File: src/rtl/braun_seq_pkg.sv
// Shared types and sizing helpers for the digit-serial Braun multiplier sequencer.
package braun_seq_pkg;

   typedef enum logic [1:0] {IDLE, RUN, DONE} state_t;

   localparam int unsigned DIGIT_W = 4;

   function automatic int unsigned num_digits(input int unsigned width);
      return width / DIGIT_W;
   endfunction

   function automatic int unsigned num_steps(input int unsigned width);
      return num_digits(width) * num_digits(width);
   endfunction

endpackage

File: src/rtl/braun_mult_sequencer_if.sv
// Operand/result valid-ready bus of the multiplier sequencer; master is the operand source and result sink.
interface braun_mult_sequencer_if #(parameter int unsigned WIDTH = 8) ();

   logic               in_valid;
   logic               in_ready;
   logic [WIDTH-1:0]   in_a;
   logic [WIDTH-1:0]   in_b;
   logic               out_valid;
   logic               out_ready;
   logic [2*WIDTH-1:0] out_p;

   modport master (
      output in_valid, in_a, in_b, out_ready,
      input  in_ready, out_valid, out_p
   );

   modport slave (
      input  in_valid, in_a, in_b, out_ready,
      output in_ready, out_valid, out_p
   );

endinterface

File: src/rtl/Braun_Multiplier.sv
// Combinational 4x4 unsigned Braun array: carry-save rows of full adders plus a final ripple row.
module Braun_Multiplier (
   input  logic [3:0] a,
   input  logic [3:0] b,
   output logic [7:0] p
);

   logic [3:0] s [4];
   logic [3:0] c [4];
   logic [4:0] se;
   logic [3:0] rc;
   logic       x, y, z;

   always_comb begin
      p  = '0;
      rc = '0;
      se = '0;
      x  = 1'b0;
      y  = 1'b0;
      z  = 1'b0;
      for (int unsigned r = 0; r < 4; r++) begin
         s[r] = '0;
         c[r] = '0;
      end

      for (int unsigned k = 0; k < 4; k++) begin
         s[0][k] = a[k] & b[0];
      end
      p[0] = s[0][0];

      // Row r adds a&b[r] to the previous row's sum (shifted down one) and carries.
      for (int unsigned r = 1; r < 4; r++) begin
         se = {1'b0, s[r-1]};
         for (int unsigned k = 0; k < 4; k++) begin
            x = a[k] & b[r];
            y = se[k+1];
            z = c[r-1][k];
            s[r][k] = x ^ y ^ z;
            c[r][k] = (x & y) | (x & z) | (y & z);
         end
         p[r] = s[r][0];
      end

      se = {1'b0, s[3]};
      for (int unsigned k = 0; k < 3; k++) begin
         y = se[k+1];
         z = c[3][k];
         p[4+k]  = y ^ z ^ rc[k];
         rc[k+1] = (y & z) | (y & rc[k]) | (z & rc[k]);
      end
      p[7] = c[3][3] ^ rc[3];
   end

endmodule

File: src/rtl/braun_mult_sequencer.sv
// WIDTH x WIDTH unsigned multiplier that issues one 4x4 digit product per cycle to a shared Braun array
// and shift-accumulates the partial products into a 2*WIDTH result.
module braun_mult_sequencer
   import braun_seq_pkg::*;
#(
   parameter int unsigned WIDTH = 8
) (
   input  logic                 clk,
   input  logic                 rst,
   braun_mult_sequencer_if.slave bus,
   output logic                 busy
);

   localparam int unsigned N  = num_digits(WIDTH);
   localparam int unsigned CW = (N > 1) ? $clog2(N) : 1;
   localparam logic [CW-1:0] LAST = CW'(N - 1);

   generate
      if ((WIDTH % DIGIT_W) != 0 || WIDTH < DIGIT_W) begin : g_bad_width
         $error("braun_mult_sequencer: WIDTH must be a positive multiple of 4");
      end
   endgenerate

   state_t             state;
   logic [WIDTH-1:0]   op_a, op_b;
   logic [CW-1:0]      i, j;
   logic [2*WIDTH-1:0] acc, acc_next, pp_shift, out_p_r;
   logic [DIGIT_W-1:0] da, db;
   logic [7:0]         pp;
   logic               in_ready_r, out_valid_r, busy_r;

   always_comb begin
      da = '0;
      db = '0;
      for (int unsigned k = 0; k < N; k++) begin
         if (i == CW'(k)) da = op_a[k*DIGIT_W +: DIGIT_W];
         if (j == CW'(k)) db = op_b[k*DIGIT_W +: DIGIT_W];
      end
   end

   Braun_Multiplier u_array (
      .a (da),
      .b (db),
      .p (pp)
   );

   always_comb begin
      pp_shift = (2*WIDTH)'(pp) << (DIGIT_W * (32'(i) + 32'(j)));
      acc_next = acc + pp_shift;
   end

   always_ff @(posedge clk) begin
      if (rst) begin
         state       <= IDLE;
         in_ready_r  <= 1'b0;
         out_valid_r <= 1'b0;
         out_p_r     <= '0;
         busy_r      <= 1'b0;
         op_a        <= '0;
         op_b        <= '0;
         i           <= '0;
         j           <= '0;
         acc         <= '0;
      end else begin
         unique case (state)
            IDLE: begin
               in_ready_r <= 1'b1;
               if (bus.in_valid && in_ready_r) begin
                  op_a       <= bus.in_a;
                  op_b       <= bus.in_b;
                  i          <= '0;
                  j          <= '0;
                  acc        <= '0;
                  in_ready_r <= 1'b0;
                  busy_r     <= 1'b1;
                  state      <= RUN;
               end
            end
            RUN: begin
               acc <= acc_next;
               if (j == LAST) begin
                  j <= '0;
                  if (i == LAST) begin
                     i           <= '0;
                     out_p_r     <= acc_next;
                     out_valid_r <= 1'b1;
                     state       <= DONE;
                  end else begin
                     i <= i + CW'(1);
                  end
               end else begin
                  j <= j + CW'(1);
               end
            end
            DONE: begin
               if (bus.out_ready) begin
                  out_valid_r <= 1'b0;
                  in_ready_r  <= 1'b1;
                  busy_r      <= 1'b0;
                  state       <= IDLE;
               end
            end
            default: state <= IDLE;
         endcase
      end
   end

   assign bus.in_ready  = in_ready_r;
   assign bus.out_valid = out_valid_r;
   assign bus.out_p     = out_p_r;
   assign busy          = busy_r;

endmodule

File: src/flat_wrapper.sv
// flat-port wrapper written by rule: the top's interface ports become plain ports
module braun_mult_sequencer_flat import braun_seq_pkg::*;
#(
   parameter int unsigned WIDTH = 8
)
  (clk, rst, busy, bus_in_valid, bus_in_a, bus_in_b, bus_out_ready, bus_in_ready, bus_out_valid, bus_out_p);
  braun_mult_sequencer_if #(.WIDTH(WIDTH)) bus_i ();
  input  logic clk;
  input  logic rst;
  output logic busy;
  input wire logic [$bits(bus_i.in_valid)-1:0] bus_in_valid;
  input wire logic [$bits(bus_i.in_a)-1:0] bus_in_a;
  input wire logic [$bits(bus_i.in_b)-1:0] bus_in_b;
  input wire logic [$bits(bus_i.out_ready)-1:0] bus_out_ready;
  output wire logic [$bits(bus_i.in_ready)-1:0] bus_in_ready;
  output wire logic [$bits(bus_i.out_valid)-1:0] bus_out_valid;
  output wire logic [$bits(bus_i.out_p)-1:0] bus_out_p;
  assign bus_i.in_valid = bus_in_valid;
  assign bus_i.in_a = bus_in_a;
  assign bus_i.in_b = bus_in_b;
  assign bus_i.out_ready = bus_out_ready;
  assign bus_in_ready = bus_i.in_ready;
  assign bus_out_valid = bus_i.out_valid;
  assign bus_out_p = bus_i.out_p;
  braun_mult_sequencer #(.WIDTH(WIDTH)) u_core (.clk(clk), .rst(rst), .bus(bus_i), .busy(busy));
endmodule
File: config.mk
export PLATFORM = sky130hd
export DESIGN_NAME = braun_mult_sequencer_flat
export DESIGN_NICKNAME = d
export VERILOG_FILES = /design/src/rtl/braun_seq_pkg.sv /design/src/rtl/braun_mult_sequencer_if.sv /design/src/rtl/Braun_Multiplier.sv /design/src/rtl/braun_mult_sequencer.sv /design/src/flat_wrapper.sv
export SDC_FILE = /design/constraint.sdc
export NUM_CORES = 1
export LEC_CHECK = 0
export ABC_AREA = 1
export BUFFER_PORTS_ARGS = -buffer_cell sky130_fd_sc_hd__buf_2
export CAP_MARGIN = 15
export CORE_MARGIN = 8
export CORE_UTILIZATION = 59
export DETAILED_ROUTE_END_ITERATION = 8
export HOLD_SLACK_MARGIN = 0.05
export PLACE_DENSITY = 0.88
export RECOVER_POWER = 25
export SYNTH_ARGS = -nofsm -noshare
export SYNTH_HDL_FRONTEND = slang
export SYNTH_HIERARCHICAL = 1
export SYNTH_SLANG_ARGS = --single-unit
File: constraint.sdc
create_clock -name clk -period 6.74 [get_ports clk]
set_clock_uncertainty 0.15 [all_clocks]
set_input_delay 0.674 -clock clk [delete_from_list [all_inputs] [get_ports clk]]
set_output_delay 0.674 -clock clk [all_outputs]
set_load 0.05 [all_outputs]
==> results.cfg, run 1 <==
[power_and_ir_drop]
p_leak_uw = 0.00212
pwr-share-seq = 0.503
combPwrFrac = 0.225
ir_drop_mv = 0.148
p_total_uw = 711
p_per_area_mw_per_mm2 = 184
power_switching_uw = 247
switching_share = 0.347
pwr-share-clk = 0.271
intPower_uw = 464

[timing]
setup_violations = 0
fmax_ghz = 0.193
hold_viol = 0
whs_ns = 0.320
finalCritPeriodShare = 0.767
timing.slew.headroom = 0.0519
setup_tns_ns = 0
rsz0062_at_grt = no
finalCriticalPeriod_ns = 5.17
worst_pin_slew_ns = 1.42
maxSlewViolCount = 0

[placement]
io_buffers = 38
gp_congestion = 0.979
dp_hpwl_mm = 6.52

[clock_tree]
clockBufferDepth = 2
cts_setup_buffers = 0
cts_buffers = 5
cts_resized = 0
cts_hold_buf = 0
clock-sinks = 55
clk_pin_slew_worst_paths_ns = 0.11
cts-htree-levels = 2
root_buffer = clkbuf_8
cts_tree = yes
clock_latency_ns = 0.32

[global_routing]
grt_pass1_wl_mm = 15.0
antenna_found_initial = 0
use_met3 = 0.0376
grt_max_degree = 30
busiest_layer = met2
use_met1 = 0.288
overflow = 0
grt_pass1_vias = 3299
grt_usage = 0.211
grtUsageMet2 = 0.324

[route]
drt-total-wl_mm = 8.75
final_antenna_net_count = 0
drt_iter0_drc = 265
via_per_inst = 5.23
num_vias = 3413
drc_errors = 0
wire_per_inst_um = 13.4
first_pass_iters = 5

[floorplanning]
die_w_um = 94.2
ios = 39
core_area_mm2 = 0.00592
fp.dieH_um = 94.2
start_util = 0.610
rows = 28
dieArea_mm2 = 0.00888

[synth]
yosysWarningCount = 6
ys_types = 35
synth.ff_latch_count = 55
yosysSeqAreaShare = 0.305
syn_nets = 600
syn_avg_cell_area_um2 = 6.55
syn_area_mm2 = 0.00361
syn_inst = 551

[setup_path]
critical_path_class = register to register
crit_chain = inv_1, nand2_1, nand2_1, nand2_1, inv_1, ha_1, fa_1, inv_1, fa_1, inv_1, ha_1, fa_1, fa_1, o21ai_0, nor2_1, ha_1, nand2_1, inv_2, a21oi_1, nand2_1, xor2_1, nand2_1, a21oi_1
cpLargestDelayFamily = adder cells
crit_fanout = 10
max_stage_delay_ns = 0.54
crit_buf_inv = 5
crit_path_top_delay_cell = dfxtp_1
worst_setup_path_start_kind = register
cpMostUsedCell = nand2_1
crit_arrival_ns = 5.25
required_ns = 6.82
crit_path_end_kind = register

[cells_and_area]
final_core_util = 0.654
drive_gt1_frac = 0.116
antenna_cells = 0
synthToLayoutAreaGrowth_pct = 7.21
nets = 626
fillerInstances = 523

[hold_path]
hp-class = register to register

[status]
status = complete, no violations

[flow_run]
cap_violations = 0
-- state kept, by name, indices dropped and copies added, names as in the netlist --
name and flops:
u_core/op_b 8, u_core/bus.out_valid 1, u_core/i 1, u_core/acc 16, u_core/op_a 8, u_core/busy 1, u_core/bus.in_ready 1, u_core/j 1
u_core/state 2, u_core/bus.out_p 16
-- placed cells by master, fill, tap and decap left out, types with 5 or more instances in the layout --
cell	netlist	layout
o21ai_0	32	32
xor2_1	6	6
clkbuf_8	0	5
a21oi_1	34	34
o21a_1	5	5
clkbuf_1	7	14
nor2_1	47	47
inv_2	11	11
fa_1	9	9
dfxtp_1	55	55
nand2_1	175	175
inv_1	82	82
o21bai_1	7	7
buf_2	7	25
nand3_1	16	16
nand2_2	8	8
ha_1	20	20
-- Yosys cell counts (all sizes together) --
cell / n / share of area
ha: 20 / 0.069
xnor2: 1 / 0.0024
nor2: 52 / 0.060
o21ai: 34 / 0.047
fa: 9 / 0.050
nand4: 1 / 0.0017
o21a: 5 / 0.010
o31ai: 1 / 0.0021
buf: 11 / 0.018
nand3: 19 / 0.030
nor3: 3 / 0.0069
clkbuf: 8 / 0.0087
xor2: 6 / 0.015
dfxtp: 55 / 0.30
a21oi: 38 / 0.057
o22ai: 1 / 0.0017
o21bai: 7 / 0.015
nand2: 183 / 0.20
a31oi: 1 / 0.0017
or2: 3 / 0.0059
inv: 93 / 0.097
-- per-layer routing --
| metal | vias to the layer above | wire (um) |
|---|---|---|
| li1 | 1739 | - |
| met1 | 1534 | 4170 |
| met2 | 126 | 3830 |
| met3 | 14 | 593 |
| met4 | 0 | 155 |
| met5 | - | 0 |
-- stage by stage --
stage	setup slack (ns)	cell area [um2]	std cells
after global routing	1.17	3870	653
after CTS	1.69	3890	653
after global placement	1.88	3800	645
after detailed placement	1.73	3800	645
after floorplan	2.04	3610	551
final	1.57	3870	653
-- path summary, 6_finish.rpt --
kind	from	cells past startpoint	slack, ns	end
worst max-delay path	u_core/j$_SDFFE_PP0P_	23	1.57	u_core/acc[8]$_SDFFE_PP0P_
worst min-delay path	u_core/op_a[1]$_SDFFE_PP0P_	2	0.32	u_core/op_a[1]$_SDFFE_PP0P_
worst max register to register	u_core/j$_SDFFE_PP0P_	23	1.57	u_core/acc[8]$_SDFFE_PP0P_
worst min register to register	u_core/op_a[1]$_SDFFE_PP0P_	2	0.32	u_core/op_a[1]$_SDFFE_PP0P_
-- logic make-up (layout without fill, tap and decap cells) --
family	count (synthesis)	after routing	share of synthesized area
AND/OR/NAND/NOR	261	261	0.301
buffers and inverters	112	139	0.123
AO/OA/AOI/OAI	87	87	0.134
flip-flops	55	55	0.305
adder cells (fa/ha/maj)	29	29	0.119
XOR/XNOR	7	7	0.0170
-- tightest hold or removal path, delay by kind of cell, from the launching register on --
family	cells	cell delay [ns]
flops	1	0.31
buf+inv	1	0.06
compound gates	1	0.06
-- power by group through the flow --
stage,combinational (uW),clock [uW],sequential (uW)
floorplan,121,0,365
global placement,150,0,363
detailed placement,156,0,364
CTS,158,195,357
global route,178,209,360
finish,160,193,358
-- area by class of cell --
type	count	area [um2]	area share
Multi-Input combinational cell	384	2060	0.533
Clock inverter	2	16.3	0.00420
Clock buffer	6	72.6	0.0187
Tap cell	75	93.8	0.0242
Timing Repair Buffer	38	174	0.0449
Sequential cell	55	1100	0.284
Inverter	93	349	0.0902
Power figures use the tool's default switching activity.
==> run 2: changes to the inputs <==
--- a/config.mk
+++ b/config.mk
@@ -5,14 +5,14 @@
 export SDC_FILE = /design/constraint.sdc
 export NUM_CORES = 1
 export LEC_CHECK = 0
-export ABC_AREA = 1
+export ABC_AREA = 0
 export BUFFER_PORTS_ARGS = -buffer_cell sky130_fd_sc_hd__buf_2
 export CAP_MARGIN = 15
 export CORE_MARGIN = 8
-export CORE_UTILIZATION = 59
+export CORE_UTILIZATION = 53
 export DETAILED_ROUTE_END_ITERATION = 8
 export HOLD_SLACK_MARGIN = 0.05
-export PLACE_DENSITY = 0.88
+export PLACE_DENSITY = 0.84
 export RECOVER_POWER = 25
 export SYNTH_ARGS = -nofsm -noshare
 export SYNTH_HDL_FRONTEND = slang
==> constraint.sdc (replaced) <==
create_clock -name clk -period 4.5 [get_ports clk]
set_clock_uncertainty 0.15 [all_clocks]
set_input_delay 0.45 -clock clk [delete_from_list [all_inputs] [get_ports clk]]
set_output_delay 0.45 -clock clk [all_outputs]
set_load 0.05 [all_outputs]
==> run 2 against run 1 <==
The flow now finishes with violations (setup timing). Via count down 1.8%. Worst hold slack worse by 0.10 ns. Final cell count decreased by 13%. Combinational power fell by 40%. Clock power up 68%. Register-to-register slack worse by 2.0 ns. Fmax rose by 4.3%. Synthesized cell count shrank 23%. Die area up 6.2%. Area after synthesis fell by 3.5%.
==> results.cfg, run 2 <==
[setup_path]
crit_fanout = 4
max_stage_delay_ns = 0.50
rr_endpoint = u_core/acc[11]$_SDFFE_PP0P_
endpoint = u_core/acc[11]$_SDFFE_PP0P_
reg2reg_slack_ns = -0.46
worstRegToRegCells = 18
regToRegStartpoint = u_core/j$_SDFFE_PP0P_
critPathLaunch = u_core/j$_SDFFE_PP0P_
crit_chain = mux2_4, and2_4, ha_4, fa_1, inv_1, fa_1, inv_1, ha_2, fa_2, fa_2, mux2i_2, nor2_1, ha_1, a21oi_2, o211ai_2, nor4bb_1, or3_1, a32o_1
critical_path_class = register to register
required_ns = 4.56
crit_arrival_ns = 5.02
worst_setup_path_start_kind = register
crit_path_top_delay_cell = fa_1
crit_path_end_kind = register

[global_routing]
grt_pass1_vias = 3369
antenna_found_initial = 0
grt_pass1_wl_mm = 15.1
grt_usage = 0.188
grt_max_degree = 55
overflow = 0

[synth]
synthDominantCellAreaShare = 0.316
yosysSeqAreaShare = 0.316
syn_avg_cell_area_um2 = 8.18
syn_area_mm2 = 0.00349
syn_inst = 426
synth-main-ff-cell = dfxtp_1
synth_most_common_cell = nand2_1
synth_edf_count = 0
synth_top_cells_by_count = 79 x nand2_1, 55 x dfxtp_1, 52 x a21oi_1
ys_types = 52
synth.area.top_cells = dfxtp_1 32%, nand2_1 8.5%, a21oi_1 7.5%
synth.ff_latch_count = 55
synthArstFlopShare = 0
yosysTopAreaCell = dfxtp_1
syn_nets = 475
yosysWarningCount = 6

[power_and_ir_drop]
p_total_uw = 926
switching_share = 0.249
combPwrFrac = 0.104
p_per_area_mw_per_mm2 = 213
pwr-share-clk = 0.350
ir_drop_mv = 0.169
power_switching_uw = 231
p_leak_uw = 0.00183
intPower_uw = 696
pwr-share-seq = 0.545

[timing]
timing.slew.headroom = 0.216
setup_slack_ns = -0.458
worst_pin_slew_ns = 1.17
maxSlewViolCount = 0
finalCritPeriodShare = 1.10
setup_violations = 20
finalCriticalPeriod_ns = 4.96
rsz0062_at_grt = yes
fmax_ghz = 0.202
hold_viol = 0

[floorplanning]
dieArea_mm2 = 0.00943
start_util = 0.549
die_w_um = 97.1
ios = 39
fp.dieH_um = 97.1
rows = 29
core_area_mm2 = 0.00635

[cells_and_area]
final_common_cell = nand2_1
regArea_mm2 = 0.00111
antenna_cells = 0
nets = 542
layout_common_cells = 77 x nand2_1, 53 x dfxtp_1, 48 x a21oi_1, 42 x buf_4, 27 x buf_2
multiInputGateArea_mm2 = 0.00245
drive_gt1_frac = 0.264
stdcell_count = 570
fillerInstances = 511
synthToLayoutAreaGrowth_pct = 24.6

[placement]
post-place-ws_ns = -0.488
dp_hpwl_mm = 6.70
gp_congestion = 0.879
dpl.cell_count = 554
io_buffers = 38

[clock_tree]
clock_latency_ns = 0.32
cts_buffers = 5
cts_tree = yes
clock-sinks = 55
clockBufferDepth = 2
cts-htree-levels = 2
clk_pin_slew_worst_paths_ns = 0.09
cts_hold_buf = 0
root_buffer = clkbuf_8

[route]
final_antenna_net_count = 0
via_per_inst = 5.88
num_vias = 3350
drc_errors = 0
drt-total-wl_mm = 9.30
first_pass_iters = 5
drt_iter0_drc = 162
wire_per_inst_um = 16.3

[flow_run]
cap_violations = 0

[hold_path]
hp-class = primary input to register
whs_path_depth = 3

[status]
violations = setup timing
status = complete, but fails checks
## run 2: cell types whose count changed after synthesis, sizes merged, moves of 7 or more
cell / delta
nor2: -31
inv: -82
a21oi: +14
a21o: +7
and2: +20
o21ai: -21
nand2: -104
mux2: +8
o21bai: -7
## run 2: worst min path at each step
stage	slack, ns	end	from
CTS	0.21	u_core/op_a[4]$_SDFFE_PP0P_	bus_in_a[4]
floorplan	0.28	u_core/acc[9]$_SDFFE_PP0P_	u_core/acc[9]$_SDFFE_PP0P_
finish	0.22	u_core/op_a[4]$_SDFFE_PP0P_	bus_in_a[4]
detailed placement	0.29	u_core/op_b[7]$_SDFFE_PP0P_	u_core/op_b[7]$_SDFFE_PP0P_
global placement	0.29	u_core/bus.out_p[13]$_SDFFE_PP0P_	u_core/bus.out_p[13]$_SDFFE_PP0P_
global route	0.22	u_core/op_a[2]$_SDFFE_PP0P_	bus_in_a[2]
## run 2: cells by family (layout without fill, tap and decap cells)
family,Yosys count,in the layout,synth area share
AOI/OAI and AO/OA,110,110,0.210
xor gates and xnor gates,9,9,0.0226
adders and majority gates,29,29,0.123
buffers and inverters,35,102,0.0413
DFF,55,55,0.316
muxes,14,14,0.0431
and+or+nand+nor,174,174,0.244
## run 2: power groups by stage
stage / clock network (uW) / logic [uW] / registers [uW]
after floorplan: 0 / 64.4 / 519
after global placement: 0 / 90.7 / 516
final: 325 / 96.7 / 505
after global routing: 346 / 105 / 507
after detailed placement: 0 / 93.8 / 517
after CTS: 331 / 96.1 / 505
## run 2: final cells by class
type                            count  area share
Clock buffer                        6      0.0167
Clock inverter                      1     0.00692
Multi-Input combinational cell    336       0.564
Timing Repair Buffer               84       0.126
Sequential cell                    55       0.255
Inverter                           11     0.00951
Tap cell                           77      0.0222
## run 2: stage by stage
step | TNS, ns | util | hold WS [ns] | area (um2)
floorplan | -2.59 | - | 0.282 | 3590
global placement | -4.19 | 0.635 | 0.287 | 4030
detailed placement | -6.62 | 0.635 | 0.295 | 4030
CTS | -6.24 | 0.676 | 0.214 | 4290
global route | -9.70 | 0.684 | 0.218 | 4340
finish | -6.53 | 0.684 | 0.219 | 4340
## run 2: critical path: cells and delay by family, from the launching register on
kind            cells  cell delay [ns]
mux                 2             0.51
compound gates      3             0.59
buf+inv             2             0.09
fa+ha+maj           7             2.39
simple gates        4             0.75
flops               1             0.38
## run 2: layer usage
metal  GRT usage  vias to the layer above  wire length (um)
met5           0                        -                 0
met1       0.216                     1601              3990
met3      0.0377                       19               415
li1            -                     1627                 -
met4      0.0769                        0               191
met2       0.330                      103              4710
## run 2: timing repair
item | 4_1_cts | 5_1_grt
setup buffers | 9 | 2
pin swaps | 16 | 20
resized for setup | 23 | 10
endpoints found under the setup margin | 20 | 20
==> run 3: changes to the inputs <==
--- a/config.mk
+++ b/config.mk
@@ -8,6 +8,7 @@
 export ABC_AREA = 0
 export BUFFER_PORTS_ARGS = -buffer_cell sky130_fd_sc_hd__buf_2
 export CAP_MARGIN = 15
+export CORE_ASPECT_RATIO = 0.75
 export CORE_MARGIN = 8
 export CORE_UTILIZATION = 53
 export DETAILED_ROUTE_END_ITERATION = 8
==> run 3 against run 2 <==
The run still ends with setup timing left. Combinational power grew 5%. Total power shrank 2.0%. Non-clock buffer count is the same. Critical path depth is the same. Sequential share of layout area shrank 0.55 points. Via count grew 0.90%. Sequential power is essentially flat. Count of clock-buffer cells in the layout shrank 1. Critical endpoint is now u_core/acc[15]$_SDFFE_PP0P_. Largest power group unchanged.
==> results.cfg, run 3 (synthesized netlist as in run 2, its figures left out) <==
[placement]
place_area_mm2 = 0.00402
gp_congestion = 0.890
io_buffers = 38
dp_hpwl_mm = 6.83

[cells_and_area]
layout_common_cells = 77 x nand2_1, 53 x dfxtp_1, 49 x a21oi_1, 41 x buf_4, 38 x buf_2
final_common_cell = nand2_1
fin_area_mm2 = 0.00444
nets = 542
regArea_mm2 = 0.00111
synthToLayoutAreaGrowth_pct = 27.3
fillerInstances = 484
multiInputGateArea_mm2 = 0.00252
drive_gt1_frac = 0.302
final_core_util = 0.702
antenna_cells = 0

[global_routing]
overflow = 0
antenna_found_initial = 0
grt_pass1_vias = 3169
grt_pass1_wl_mm = 15.6
grt_max_degree = 55
grt_usage = 0.203

[route]
final_antenna_net_count = 0
drc_errors = 0
drt-total-wl_mm = 10.1
drt_iter0_drc = 230
first_pass_iters = 5
wire_per_inst_um = 17.6
via_per_inst = 5.88
num_vias = 3380

[clock_tree]
root_buffer = clkbuf_8
clk_pin_slew_worst_paths_ns = 0.12
cts_buffers = 5
clockBufferDepth = 2
cts-htree-levels = 2
cts_tree = yes
clock_latency_ns = 0.32
clock-sinks = 55

[setup_path]
worst_setup_path_start_kind = register
critical_path_class = register to register
crit_path_end_kind = register
worstRegToRegCells = 18
crit_arrival_ns = 5.08
rr_endpoint = u_core/acc[15]$_SDFFE_PP0P_
reg2reg_slack_ns = -0.51
regToRegStartpoint = u_core/i$_SDFFE_PP0P_
required_ns = 4.57
crit_fanout = 4

[timing]
fmax_ghz = 0.200
hold_viol = 0
worst_pin_slew_ns = 1.09
setup_violations = 20
finalCriticalPeriod_ns = 5.01
rsz0062_at_grt = yes
finalCritPeriodShare = 1.11
timing.slew.headroom = 0.266
setup_slack_ns = -0.510
whs_ns = 0.202
maxSlewViolCount = 0

[power_and_ir_drop]
ir_drop_mv = 0.202
p_per_area_mw_per_mm2 = 205
p_leak_uw = 0.00188

[hold_path]
whs_path_depth = 3
hp-class = primary input to register
worstHoldStart = bus_in_b[6]
hold_end = u_core/op_b[6]$_SDFFE_PP0P_

[floorplanning]
rows = 25
die_w_um = 110
core_area_mm2 = 0.00632
dieArea_mm2 = 0.00946
ios = 39
start_util = 0.552
fp.dieH_um = 86.2

[status]
status = complete, but fails checks
violations = setup timing

[flow_run]
cap_violations = 0
run 3: what timing repair did:
item                                    CTS  global route
pin swaps                                18            13
endpoints found under the setup margin   20            20
hold endpoints to repair                  0             0
hold buffers                              0             0
setup buffers                            12             1
gates resized for setup                  17            29
run 3: metal layers:
metal | global-route usage | wire, um
met5 | 0 | 0
met4 | 0.0355 | 136
met3 | 0.0297 | 606
met2 | 0.303 | 4600
met1 | 0.300 | 4760
run 3: how the worst max path moves through the flow:
stage	startpoint	end	slack [ns]	cells past startpoint
6_report	u_core/i$_SDFFE_PP0P_	u_core/acc[15]$_SDFFE_PP0P_	-0.51	18
3_3_place_gp	u_core/i$_SDFFE_PP0P_	u_core/acc[15]$_SDFFE_PP0P_	-0.38	17
5_1_grt	u_core/i$_SDFFE_PP0P_	u_core/acc[15]$_SDFFE_PP0P_	-0.67	17
4_1_cts	u_core/i$_SDFFE_PP0P_	u_core/acc[11]$_SDFFE_PP0P_	-0.48	18
3_5_place_dp	u_core/i$_SDFFE_PP0P_	u_core/acc[11]$_SDFFE_PP0P_	-0.47	17
2_1_floorplan	u_core/i$_SDFFE_PP0P_	u_core/acc[15]$_SDFFE_PP0P_	-0.39	19
run 3: through the flow:
step | setup slack [ns] | setup TNS [ns] | power (uW) | std cells
floorplan | -0.391 | -2.59 | 583 | 426
global route | -0.673 | -9.48 | 942 | 575
finish | -0.510 | -6.59 | 908 | 575
global placement | -0.383 | -5.21 | 608 | 555
CTS | -0.477 | -6.59 | 905 | 575
detailed placement | -0.471 | -6.70 | 611 | 555
run 3: cell type report:
cell class                 count  share of cell area
multi-input combinational    336               0.568
clock buffer                   5              0.0155
clock inverter                 3             0.00761
inverter                      11             0.00931
sequential                    55               0.250
tap                           81              0.0228
timing repair buffer          84               0.127
run 3: power breakdown:
| group | leakage, uW | internal (uW) | total [uW] | switching [uW] |
|---|---|---|---|---|
| clock network | 0.0000515 | 118 | 300 | 182 |
| registers | 0.000447 | 497 | 506 | 8.60 |
| logic | 0.00138 | 37.4 | 102 | 64.6 |
| total | 0.00188 | 652 | 908 | 255 |
run 3: critical path, cell delays in order (launching register included):
cell and delay, ns:
dfxtp_4 0.40, mux2_4 0.32, and2_4 0.17, ha_4 0.15, fa_1 0.47, inv_1 0.05, fa_1 0.49, inv_1 0.05
ha_2 0.18, fa_2 0.33, fa_2 0.58, mux2i_4 0.09, nor2b_1 0.25, ha_1 0.33, buf_4 0.16, a221oi_2 0.23
buf_4 0.17, a211oi_2 0.07, a211o_1 0.28
